### src/rtl/param_bound_flasher.sv
// param_bound_flasher
//   Parametrised bound flasher. Drives an LED_W-wide thermometer bar through
//   a three-bounce fill/drain sequence that `flick` starts from IDLE.
//   Turn-around points come from LO_BOUND, MID_BOUND and LED_W. A prescaler
//   divides the step rate by STEP_DIV. Holding `flick` in the upper fill
//   phases at LO_BOUND or MID_BOUND sends the bar back down (kickback).
//
// Ports
//   clk        in   1      system clock, rising edge
//   rst        in   1      asynchronous reset, active low
//   pause      in   1      (PAUSE_EN only) freezes stepping while high
//   flick      in   1      start / kickback request, level sampled
//   led_output out  LED_W  thermometer bar, bit i lit when i < cnt
//   state_o    out  3      current phase code (debug)
//   done       out  1      one-cycle pulse on return to IDLE
//
// Optional feature macro: PAUSE_EN (adds the `pause` input).

module param_bound_flasher #(
  parameter int LED_W     = 16,
  parameter int LO_BOUND  = 6,
  parameter int MID_BOUND = 11,
  parameter int STEP_DIV  = 1
) (
  input  logic             clk,
  input  logic             rst,
`ifdef PAUSE_EN
  input  logic             pause,
`endif
  input  logic             flick,
  output logic [LED_W-1:0] led_output,
  output logic [2:0]       state_o,
  output logic             done
);

  localparam int CNT_W = $clog2(LED_W + 1);
  localparam int PRE_W = $clog2(STEP_DIV + 1);

  localparam logic [CNT_W-1:0] CNT_ZERO = '0;
  localparam logic [CNT_W-1:0] CNT_ONE  = CNT_W'(1);
  localparam logic [CNT_W-1:0] CNT_LO   = CNT_W'(LO_BOUND);
  localparam logic [CNT_W-1:0] CNT_LOM1 = CNT_W'(LO_BOUND - 1);
  localparam logic [CNT_W-1:0] CNT_MID  = CNT_W'(MID_BOUND);
  localparam logic [CNT_W-1:0] CNT_TOP  = CNT_W'(LED_W);
  localparam logic [PRE_W-1:0] PRE_LAST = PRE_W'(STEP_DIV - 1);
  localparam logic [PRE_W-1:0] PRE_ONE  = PRE_W'(1);

  typedef enum logic [2:0] {
    IDLE = 3'd0,
    UP1  = 3'd1,
    DN1  = 3'd2,
    UP2  = 3'd3,
    DN2  = 3'd4,
    UP3  = 3'd5,
    DN3  = 3'd6
  } state_t;

  state_t           r_state;
  logic [CNT_W-1:0] r_cnt;
  logic [PRE_W-1:0] r_pre;
  logic [LED_W-1:0] r_led;
  logic             r_done;

  state_t           w_state_nxt;
  logic [CNT_W-1:0] w_cnt_nxt;
  logic [PRE_W-1:0] w_pre_nxt;
  logic [LED_W-1:0] w_led_nxt;
  logic             w_done_nxt;
  logic             w_run;
  logic             w_tick;
  logic             w_step;
  logic             w_kick;

`ifdef PAUSE_EN
  assign w_run = ~pause;
`else
  assign w_run = 1'b1;
`endif

  assign w_tick = (r_pre == PRE_LAST);
  assign w_step = w_run & w_tick;
  // Kickback condition shared by both upper fill phases.
  assign w_kick = flick & ((r_cnt == CNT_LO) | (r_cnt == CNT_MID));

  // State, count and prescaler registers; the LED bar and done pulse are
  // registered from the next-state values so they change on the same edge.
  always_ff @(posedge clk or negedge rst) begin
    if (!rst) begin
      r_state <= IDLE;
      r_cnt   <= '0;
      r_pre   <= '0;
      r_led   <= '0;
      r_done  <= 1'b0;
    end else begin
      r_state <= w_state_nxt;
      r_cnt   <= w_cnt_nxt;
      r_pre   <= w_pre_nxt;
      r_led   <= w_led_nxt;
      r_done  <= w_done_nxt;
    end
  end

  // Next-state logic. Outside IDLE everything holds between prescaler ticks;
  // the prescaler is forced to zero whenever the next state is IDLE so each
  // new sequence starts with a full step interval.
  always_comb begin
    w_state_nxt = r_state;
    w_cnt_nxt   = r_cnt;
    w_pre_nxt   = r_pre;
    w_done_nxt  = 1'b0;

    if (r_state != IDLE && w_run) begin
      w_pre_nxt = w_tick ? '0 : (r_pre + PRE_ONE);
    end

    case (r_state)
      IDLE: begin
        w_pre_nxt = '0;
        if (flick) begin
          w_state_nxt = UP1;
        end
      end
      UP1: begin
        if (w_step) begin
          if (r_cnt == CNT_LO) begin
            w_state_nxt = DN1;
            w_cnt_nxt   = r_cnt - CNT_ONE;
          end else begin
            w_cnt_nxt = r_cnt + CNT_ONE;
          end
        end
      end
      DN1: begin
        if (w_step) begin
          if (r_cnt == CNT_ZERO) begin
            w_state_nxt = UP2;
            w_cnt_nxt   = r_cnt + CNT_ONE;
          end else begin
            w_cnt_nxt = r_cnt - CNT_ONE;
          end
        end
      end
      UP2: begin
        if (w_step) begin
          if (w_kick) begin
            w_state_nxt = DN1;
            w_cnt_nxt   = r_cnt - CNT_ONE;
          end else if (r_cnt == CNT_MID) begin
            w_state_nxt = DN2;
            w_cnt_nxt   = r_cnt - CNT_ONE;
          end else begin
            w_cnt_nxt = r_cnt + CNT_ONE;
          end
        end
      end
      DN2: begin
        if (w_step) begin
          if (r_cnt == CNT_LOM1) begin
            w_state_nxt = UP3;
            w_cnt_nxt   = r_cnt + CNT_ONE;
          end else begin
            w_cnt_nxt = r_cnt - CNT_ONE;
          end
        end
      end
      UP3: begin
        if (w_step) begin
          if (w_kick) begin
            w_state_nxt = DN2;
            w_cnt_nxt   = r_cnt - CNT_ONE;
          end else if (r_cnt == CNT_TOP) begin
            w_state_nxt = DN3;
            w_cnt_nxt   = r_cnt - CNT_ONE;
          end else begin
            w_cnt_nxt = r_cnt + CNT_ONE;
          end
        end
      end
      DN3: begin
        if (w_step) begin
          if (r_cnt == CNT_ZERO) begin
            w_state_nxt = IDLE;
            w_done_nxt  = 1'b1;
          end else begin
            w_cnt_nxt = r_cnt - CNT_ONE;
          end
        end
      end
      default: begin
        // Unused phase code: recover straight to an empty IDLE.
        w_state_nxt = IDLE;
        w_cnt_nxt   = '0;
      end
    endcase

    if (w_state_nxt == IDLE) begin
      w_pre_nxt = '0;
    end
  end

  // Thermometer decode of the next count.
  always_comb begin
    w_led_nxt = '0;
    for (int i = 0; i < LED_W; i++) begin
      w_led_nxt[i] = (i < int'(w_cnt_nxt));
    end
  end

  assign led_output = r_led;
  assign state_o    = r_state;
  assign done       = r_done;

endmodule
### config.mk
export PLATFORM = sky130hd
export DESIGN_NAME = param_bound_flasher
export DESIGN_NICKNAME = d
export VERILOG_FILES = /design/src/rtl/param_bound_flasher.sv
export SDC_FILE = /design/constraint.sdc
export NUM_CORES = 1
export LEC_CHECK = 0
export BUFFER_PORTS_ARGS = -buffer_cell sky130_fd_sc_hd__buf_2
export CAP_MARGIN = 25
export CORE_ASPECT_RATIO = 0.7
export CORE_MARGIN = 4
export CORE_UTILIZATION = 39
export DETAILED_ROUTE_END_ITERATION = 10
export SYNTH_ARGS = -nofsm -noshare
export SYNTH_HDL_FRONTEND = slang
export SYNTH_SLANG_ARGS = --single-unit
### constraint.sdc
create_clock -name clk -period 7.2 [get_ports clk]
set_clock_uncertainty 0.2 [all_clocks]
set_input_delay 1.08 -clock clk [delete_from_list [all_inputs] [get_ports clk]]
set_output_delay 1.08 -clock clk [all_outputs]
set_load 0.01 [all_outputs]
==> flow_summary.toml, run 1 <==
[yosys]
synth_seq_cells = 24
synthArstFlopShare = 1.000
syn_inst = 162
synth_ff_type = "dfrtp_1"
syn_area_mm2 = 0.001504
synth_nets = 169
synth-xor-area-share = 0.02329
synth_adder_area_share = 0.03328
yosysUniqueCellTypes = 54
avgSynthCellArea_um2 = 9.284
synth_top_family_by_area = "simple AND/OR/NAND/NOR gates"
synth-simple-area-share = 0.2379
synth_edf_count = 0
synth_warnings = 0
synth_mux_area_frac = 0.01997
synth-compound-area-share = 0.2146
seq_area_frac_synth = 0.3993

[route]
drtAntennaViolNets = 0
wl_met2_um = 1505
drtPass1Iterations = 4
wl_met3_um = 390
top_layer = "met3"
drt_iter0_drc = 211
via_per_inst = 5.758
remaining_drc_errors = 0
routed_wl_um = 3596
routed-via-count = 1307
post_drt_wl_per_cell_um = 15.84
wl_met1_um = 1700

[clock_tree]
clk_latency_ns = 0.26
cts_root_buf = "clkbuf_8"
postCtsHoldBufs = 0
clk_pin_slew_ns = 0.08
cts_tree = "yes"
clockBufferDepth = 2
cts_made_buffers = 3
cts_resized = 0
cts_setup_buffers = 0
numClockSinks = 24
h-tree-depth = 1

[global_route]
grtUsageTotal = 0.1600
gr-total-overflow = 0
grt_pass1_vias = 1182
grt_max_degree = 25
grt_antenna_before_repair = 0
grt_pass1_wl_um = 5982

[pwr]
clkPwrFrac = 0.128
combPwrFrac = 0.573
powerDensity_mw_per_mm2 = 536.4
switchingPower_w = 0.0004278
seqPwrFrac = 0.299
p_int_w = 0.0004741
finalPower_w = 0.0009020
p_leak_nw = 0.7793
irDropWorstVdd_mv = 0.3328
swShare = 0.4743

[min_path]
hold_class = "in -> async"

[worst_setup_path]
timing.rr.end = "led_output[3]"
ff2ff_path_depth = 7
reg2reg_from = "r_cnt[0]"
cp.arrival_ns = 3.12
cp_max_fo = 9
required_ns = 7.14
endpoint_kind = "flip-flop"
reg2reg_slack_ns = 4.02
crit_type = "reg -> reg"
start_kind = "flip-flop"

[sta]
final-hold-violation-count = 0
worst_pin_slew_ns = 0.8443
tns_ns = 0
grt_setup_unrepaired = "false"
max_freq_ghz = 0.3146
relSlewSlack = 0.4292
finalCritPeriodShare = 0.4415
finalMaxSlewViolations = 0
fin_crit_ns = 3.179
setup_violations = 0

[layout]
final_common_cell = "dfrtp_1"
drive_above_1_share = 0.1977
fill_cells = 340
utilization = 0.4638
finalNetCount = 185
final_cell_mix = "dfrtp_1, buf_2, nand2_1, o21ai_0, inv_1"
multi_input_area_um2 = 795.8
synthToLayoutAreaGrowth_pct = 11.81
insertedDiodeCount = 0
regArea_um2 = 600.6

[placement]
hpwl_um = 2660
numPortBuffers = 22
gp_congestion = 0.9394

[run]
drv_cap = 0

[floorplan]
fp.dieW_um = 82.22
core.rowCount = 18
die_y_um = 59.96
io_pins = 23
initial_core_util = 0.4148
design.core.area_mm2 = 0.003626
die_area_mm2 = 0.004930

[outcome]
status = "finished, final reports clean"
sequential cells by signal, summed over array words and instances (netlist names):
register,count
r_cnt,5
state_o,3
done,1
led_output,15
routing by layer:
| metal | vias to the layer above | track usage |
|---|---|---|
| met5 | - | 0 |
| met4 | 0 | 0.02133 |
| met3 | 0 | 0.04970 |
| met2 | 74 | 0.2180 |
| met1 | 618 | 0.2493 |
| li1 | 615 | - |
worst max path at each step:
stage,from,end,slack [ns],depth (start not counted)
floorplan,flick,led_output[3],4.23,7
global placement,flick,led_output[3],3.85,7
detailed placement,flick,led_output[3],3.83,7
CTS,r_cnt[0],led_output[3],4.04,7
global route,r_cnt[0],led_output[12],3.74,9
finish,r_cnt[0],led_output[3],4.02,7
power by group through the flow:
stage                     Sequential (W)  Clock, W  Combinational, W
after floorplan                 0.000246         0          0.000408
after global placement          0.000269         0          0.000508
after detailed placement        0.000272         0          0.000509
after CTS                       0.000269  0.000117          0.000513
after global routing            0.000282  0.000125          0.000573
final                           0.000270  0.000115          0.000517
kinds of logic (layout without fill, tap and decap cells):
family,count (synthesis),count (layout)
AND/OR/NAND/NOR,60,60
multiplexers,3,3
buffers and inverters,22,37
AO/OA/AOI/OAI,45,45
adder cells (fa/ha/maj),4,4
flip-flops,24,24
XOR/XNOR,4,4
critical path: stages (launching register included):
cell and delay, ns:
dfrtp_1 0.51, ha_1 0.40, or4bb_1 0.59, a22o_1 0.26
a31oi_2 0.31, o221a_2 0.36, inv_1 0.11, or3_1 0.32
cell type report:
| class | instances | area share |
|---|---|---|
| Clock inverter | 1 | 0.01786 |
| Sequential cell | 24 | 0.3571 |
| Multi-Input combinational cell | 116 | 0.4732 |
| Clock buffer | 3 | 0.02455 |
| Inverter | 11 | 0.02455 |
| Timing Repair Buffer | 22 | 0.06548 |
| Tap cell | 50 | 0.03720 |
cells in the mapped netlist, types with 2 or more instances:
cell       number  area, um^2
dfrtp_1        24       600.6
nand2_1        17       63.81
o21ai_0        11       55.05
inv_1          10       37.54
nand3_1         6       30.03
nor2_1          6       22.52
a21oi_1         5       25.02
nand2b_1        5       31.28
buf_2           4       20.02
ha_1            4       50.05
nor2b_1         4       25.02
o31ai_1         4       30.03
a21o_1          3       22.52
clkbuf_1        3       11.26
mux2i_1         3       30.03
nand3b_1        3       22.52
o21ai_1         3       15.01
a211oi_1        2       15.01
a32oi_1         2       17.52
and3_1          2       12.51
buf_6           2       22.52
nand4_1         2       12.51
nand4bb_1       2       22.52
nor3_1          2       10.01
or4bb_1         2       22.52
xnor2_1         2       17.52
xor2_1          2       17.52
metrics by stage:
step	setup slack (ns)	instances	instance area, um^2	hold WS [ns]
2_1_floorplan	4.227	162	1504	0.4426
3_3_place_gp	3.848	223	1610	0.5639
3_5_place_dp	3.830	223	1610	0.6048
4_1_cts	4.041	227	1682	0.5933
5_1_grt	3.736	227	1682	0.6091
6_report	4.021	227	1682	0.5807
Power figures use the tool's default switching activity.
==> run 2: changes to the inputs <==
--- a/config.mk
+++ b/config.mk
@@ -5,6 +5,7 @@
 export SDC_FILE = /design/constraint.sdc
 export NUM_CORES = 1
 export LEC_CHECK = 0
+export ABC_AREA = 1
 export BUFFER_PORTS_ARGS = -buffer_cell sky130_fd_sc_hd__buf_2
 export CAP_MARGIN = 25
 export CORE_ASPECT_RATIO = 0.7
==> constraint.sdc (replaced) <==
create_clock -name clk -period 2.88 [get_ports clk]
set_clock_uncertainty 0.2 [all_clocks]
set_input_delay 0.432 -clock clk [delete_from_list [all_inputs] [get_ports clk]]
set_output_delay 0.432 -clock clk [all_outputs]
set_load 0.01 [all_outputs]
==> run 2 against run 1 <==
  * Wire length is 15% higher
  * Flip-flop and latch count stayed put
  * Non-clock buffer count is 4 higher
  * Global-route usage is 0.99 points higher
  * Clock-buffer cell count stayed put
  * Utilization is 0.078 points higher
==> flow_summary.toml, run 2 <==
[route]
routed-via-count = 1619
via_per_inst = 5.107
routed_wl_um = 4137
drtAntennaViolNets = 0
drt_iter0_drc = 227
remaining_drc_errors = 0
post_drt_wl_per_cell_um = 13.05
drtPass1Iterations = 5

[pwr]
seqPwrFrac = 0.245
combPwrFrac = 0.678
switchingPower_w = 0.001324
irDropWorstVdd_mv = 0.6170
p_leak_nw = 1.041
swShare = 0.5409
powerDensity_mw_per_mm2 = 1327
p_int_w = 0.001124
finalPower_w = 0.002448
clkPwrFrac = 0.077

[sta]
relSlewSlack = 0.6007
setup_violations = 0
layout_setup_ws_ns = 0.3411
max_freq_ghz = 0.3939
final-hold-violation-count = 0
finalCritPeriodShare = 0.8816
tns_ns = 0
fin_crit_ns = 2.539
worst_pin_slew_ns = 0.5944
grt_setup_unrepaired = "false"
finalMaxSlewViolations = 0

[worst_setup_path]
crit_type = "reg -> reg"
cp.arrival_ns = 2.48
cp_top_family = "simple AND/OR/NAND/NOR gates"
crit_slowest_cell = "dfrtp_1"
reg2reg_slack_ns = 0.34
crit_chain = "inv_1 -> ha_1 -> nand3_2 -> nand2_1 -> nand2_1 -> inv_1 -> nand2_1 -> nand2_1 -> nand2_1 -> nor2_1 -> nand3_1 -> nand2_1 -> nand2_1"
cp_max_fo = 9
cp_slowest_stage_delay_ns = 0.41
endpoint_kind = "flip-flop"
required_ns = 2.82
start_kind = "flip-flop"
crit_buf_inv = 2
cp_common_cell = "nand2_1"

[clock_tree]
clk_latency_ns = 0.26
numClockSinks = 24
h-tree-depth = 1
cts_resized = 0
clockBufferDepth = 2
cts_made_buffers = 3
clk_pin_slew_ns = 0.08
cts_tree = "yes"
cts_root_buf = "clkbuf_8"

[yosys]
synthArstFlopShare = 1.000
synth_top_area_frac = 0.3698
ys_top_cells_by_area = "dfrtp_1, nand2_1, nor2_1, nand3_1, inv_1"
syn_area_mm2 = 0.001624
syn_inst = 240
avgSynthCellArea_um2 = 6.767
synth_commonest_cells = "nand2_1, nor2_1, inv_1"
seq_area_frac_synth = 0.3698
synth_ff_type = "dfrtp_1"
synth_edf_count = 0
synth_warnings = 0
synth_nets = 247
yosysUniqueCellTypes = 24
synth.most_common_cell = "nand2_1"
yosysTopAreaCell = "dfrtp_1"
synth_seq_cells = 24

[global_route]
grt_antenna_before_repair = 0
gr-total-overflow = 0
grt_pass1_vias = 1320
grt_max_degree = 25
grt_pass1_wl_um = 6920
grtUsageTotal = 0.1699

[min_path]
hold_class = "in -> reg"

[layout]
layout.cells.non_filler = 317
drive_above_1_share = 0.1509
synthToLayoutAreaGrowth_pct = 13.56
insertedDiodeCount = 0
regArea_um2 = 600.6
finalNetCount = 274
utilization = 0.4645
final_cell_mix = "nand2_1, nor2_1, inv_1, dfrtp_1, nand3_1"
largest_reg_flops = 15
final_common_cell = "nand2_1"
multi_input_area_um2 = 882.1
fill_cells = 406

[floorplan]
core.rowCount = 19
die_y_um = 61.99
fp.dieW_um = 85.13
io_pins = 23
design.core.area_mm2 = 0.003970
initial_core_util = 0.4091
die_area_mm2 = 0.005277

[run]
drv_cap = 0

[placement]
hpwl_um = 3414
post-place-ws_ns = 0.3550
dpl.cell_count = 313
gp_congestion = 0.9834
numPortBuffers = 22

[outcome]
status = "finished, final reports clean"
[run 2: power groups by stage]
| stage | Sequential [W] | Clock [W] | Combinational [W] |
|---|---|---|---|
| after floorplan | 0.000618 | 0 | 0.00118 |
| after global placement | 0.000604 | 0 | 0.00168 |
| after detailed placement | 0.000609 | 0 | 0.00164 |
| after CTS | 0.000602 | 0.000192 | 0.00165 |
| after global routing | 0.000623 | 0.000206 | 0.00188 |
| final | 0.000600 | 0.000188 | 0.00166 |
[run 2: worst paths after layout]
path	from	end	cells past startpoint
hold reg to reg	state_o[1]	state_o[2]	1
setup / recovery	r_cnt[0]	led_output[8]	13
setup reg to reg	r_cnt[0]	led_output[8]	13
min in group asynchronous	rst	led_output[0]	2
hold / removal	flick	state_o[0]	3
max in group asynchronous	rst	led_output[8]	2
[run 2: cell families (layout without fill, tap and decap cells)]
group,count (synthesis),in the layout,synth area share
adder cells (fa/ha/maj),4,4,0.03082
AO/OA/AOI/OAI,20,20,0.07088
XOR/XNOR,3,3,0.01618
AND/OR/NAND/NOR,155,155,0.4253
flip-flops,24,24,0.3698
buffers and inverters,34,59,0.08706
[run 2: worst reg2reg max path, stage by stage, from the launching register on]
cell,delay (ns)
dfrtp_1,0.41
inv_1,0.18
ha_1,0.32
nand3_2,0.24
nand2_1,0.19
nand2_1,0.06
inv_1,0.05
nand2_1,0.05
nand2_1,0.05
nand2_1,0.06
nor2_1,0.30
nand3_1,0.13
nand2_1,0.11
nand2_1,0.07
[run 2: layout make-up]
cell class                      count  share of cell area
Clock buffer                        3             0.02239
Inverter                           30             0.06106
Tap cell                           52             0.03528
Timing Repair Buffer               26             0.07734
Sequential cell                    24              0.3256
Multi-Input combinational cell    182              0.4783
[run 2: metrics by stage]
step                instance area, um^2  hold WS [ns]
global placement                   1793        0.2380
finish                             1844        0.2957
floorplan                          1624      -0.06359
detailed placement                 1793        0.2378
CTS                                1844        0.2926
global route                       1844        0.3143
[run 2: layer usage]
layer	track usage	vias up	wire length, um
met2	0.2168	82	1478
met5	0	-	0
met1	0.2885	719	2166
li1	-	814	-
met3	0.03426	4	462
met4	0.02032	0	29
[run 2: timing repair]
| item | in CTS | in global routing |
|---|---|---|
| hold buffers | 1 | 0 |
| setup buffers | 0 | 0 |
| hold endpoints to repair | 24 | 0 |
==> run 3: changes to the inputs <==
==> constraint.sdc (replaced) <==
create_clock -name clk -period 3.23 [get_ports clk]
set_clock_uncertainty 0.2 [all_clocks]
set_input_delay 0.4845 -clock clk [delete_from_list [all_inputs] [get_ports clk]]
set_output_delay 0.4845 -clock clk [all_outputs]
set_load 0.01 [all_outputs]
==> run 3 against run 2 <==
  * Via count shrank 1.4%
  * Final cell count shrank 0.32%
  * Clock power grew 7%
  * Critical path depth is the same
  * Global-route usage shrank 0.17 points
  * Combinational power shrank 11%
  * Highest routed layer unchanged
==> flow_summary.toml, run 3 (same netlist as run 2, synthesis figures left out) <==
[outcome]
status = "finished, final reports clean"

[route]
drtAntennaViolNets = 0
drt_iter0_drc = 182
remaining_drc_errors = 0
via_per_inst = 5.051
drtPass1Iterations = 6
routed_wl_um = 4176
post_drt_wl_per_cell_um = 13.22
routed-via-count = 1596

[worst_setup_path]
endpoint_kind = "flip-flop"
crit_chain = "inv_1 -> ha_1 -> nand3_2 -> nand2_1 -> nand2_1 -> inv_1 -> nand2_1 -> nand2_1 -> nand2_1 -> nor2_1 -> nand3_1 -> nand2_1 -> nand2_1"
cp.arrival_ns = 2.49
cp_top_family = "simple AND/OR/NAND/NOR gates"
crit_buf_inv = 2
cp_max_fo = 9
crit_type = "reg -> reg"
start_kind = "flip-flop"
cp_common_cell = "nand2_1"
cp_slowest_stage_delay_ns = 0.46
crit_slowest_cell = "dfrtp_1"
ff2ff_path_depth = 13
reg2reg_slack_ns = 0.70
reg2reg_from = "r_cnt[1]"
required_ns = 3.19
timing.rr.end = "led_output[8]"

[clock_tree]
cts_root_buf = "clkbuf_8"
h-tree-depth = 1
clk_latency_ns = 0.27
cts_made_buffers = 3
clk_pin_slew_ns = 0.08
numClockSinks = 24
cts_tree = "yes"
clockBufferDepth = 2

[sta]
finalCritPeriodShare = 0.7840
hold_slack_ns = 0.3614
max_freq_ghz = 0.3949
tns_ns = 0
setup_violations = 0
finalMaxSlewViolations = 0
layout_setup_ws_ns = 0.6977
worst_pin_slew_ns = 0.7061
relSlewSlack = 0.5257
grt_setup_unrepaired = "false"
fin_crit_ns = 2.532
final-hold-violation-count = 0

[global_route]
grt_pass1_vias = 1348
grtUsageTotal = 0.1682
grt_max_degree = 25
grt_antenna_before_repair = 0
grt_pass1_wl_um = 6941
gr-total-overflow = 0

[pwr]
clkPwrFrac = 0.091
powerDensity_mw_per_mm2 = 1198
finalPower_w = 0.002209
combPwrFrac = 0.665
irDropWorstVdd_mv = 0.5874
switchingPower_w = 0.001202
p_leak_nw = 1.039
p_int_w = 0.001007
swShare = 0.5441
seqPwrFrac = 0.244

[floorplan]
die_area_mm2 = 0.005277
io_pins = 23
die_y_um = 61.99
design.core.area_mm2 = 0.003970
core.rowCount = 19
fp.dieW_um = 85.13
initial_core_util = 0.4091

[run]
drv_cap = 0

[min_path]
hold_depth = 3
holdPathEnd = "state_o[0]"
hp-start = "flick"
hold_class = "in -> reg"

[layout]
largest_reg_flops = 15
synthToLayoutAreaGrowth_pct = 13.48
final_cell_mix = "nand2_1, nor2_1, inv_1, dfrtp_1, nand3_1"
final_common_cell = "nand2_1"
insertedDiodeCount = 0
finalNetCount = 272
drive_above_1_share = 0.1477

[placement]
post-place-ws_ns = 0.7598
gp_congestion = 0.9726
hpwl_um = 3374
numPortBuffers = 22
-- run 3: through the flow --
stage / area, um^2 / cells / utilization
2_1_floorplan: 1624 / 240 / -
3_3_place_gp: 1778 / 311 / 0.4478
3_5_place_dp: 1778 / 311 / 0.4478
4_1_cts: 1843 / 316 / 0.4642
5_1_grt: 1843 / 316 / 0.4642
6_report: 1843 / 316 / 0.4642
-- run 3: how the worst max path moves through the flow --
stage | startpoint | depth (start not counted) | endpoint | slack [ns]
after global routing | r_cnt[1] | 13 | led_output[10] | 0.49
after detailed placement | r_cnt[0] | 9 | led_output[8] | 0.76
after CTS | r_cnt[0] | 9 | led_output[8] | 0.75
after floorplan | r_cnt[0] | 13 | led_output[8] | 1.14
final | r_cnt[1] | 13 | led_output[8] | 0.70
after global placement | r_cnt[1] | 13 | led_output[8] | 0.80
-- run 3: final cells by class --
cell class	instances	area, um^2
Clock buffer	4	55.05
Multi-Input combinational cell	182	882.1
Fill cell	410	2127
Sequential cell	24	600.6
Inverter	30	112.6
Tap cell	52	65.06
Timing Repair Buffer	24	127.6
-- run 3: tightest hold or removal path: stages --
cell	delay (ns)
buf_2	0.15
a21oi_1	0.08
nand4_1	0.08
-- run 3: power groups by stage --
stage	registers [W]	clock network [W]	logic, W
4_1_cts	0.000540	0.000205	0.00144
5_1_grt	0.000561	0.000222	0.00166
3_3_place_gp	0.000545	0	0.00145
3_5_place_dp	0.000548	0	0.00143
2_1_floorplan	0.000551	0	0.00105
6_report	0.000539	0.000201	0.00147
-- run 3: routing by layer --
| metal | global-route usage | vias up | part of all wire |
|---|---|---|---|
| met1 | 0.2747 | 721 | 0.53 |
| met4 | 0.02935 | 0 | 0.0077 |
| met5 | 0 | - | 0 |
| met2 | 0.2157 | 59 | 0.38 |
| li1 | - | 810 | - |
| met3 | 0.04480 | 6 | 0.080 |
-- run 3: timing repair --
item / CTS / global route
hold buffers: 1 / 0
buffers inserted: 0 / 0
resized for setup: 0 / 0
hold endpoints to repair: 13 / 0
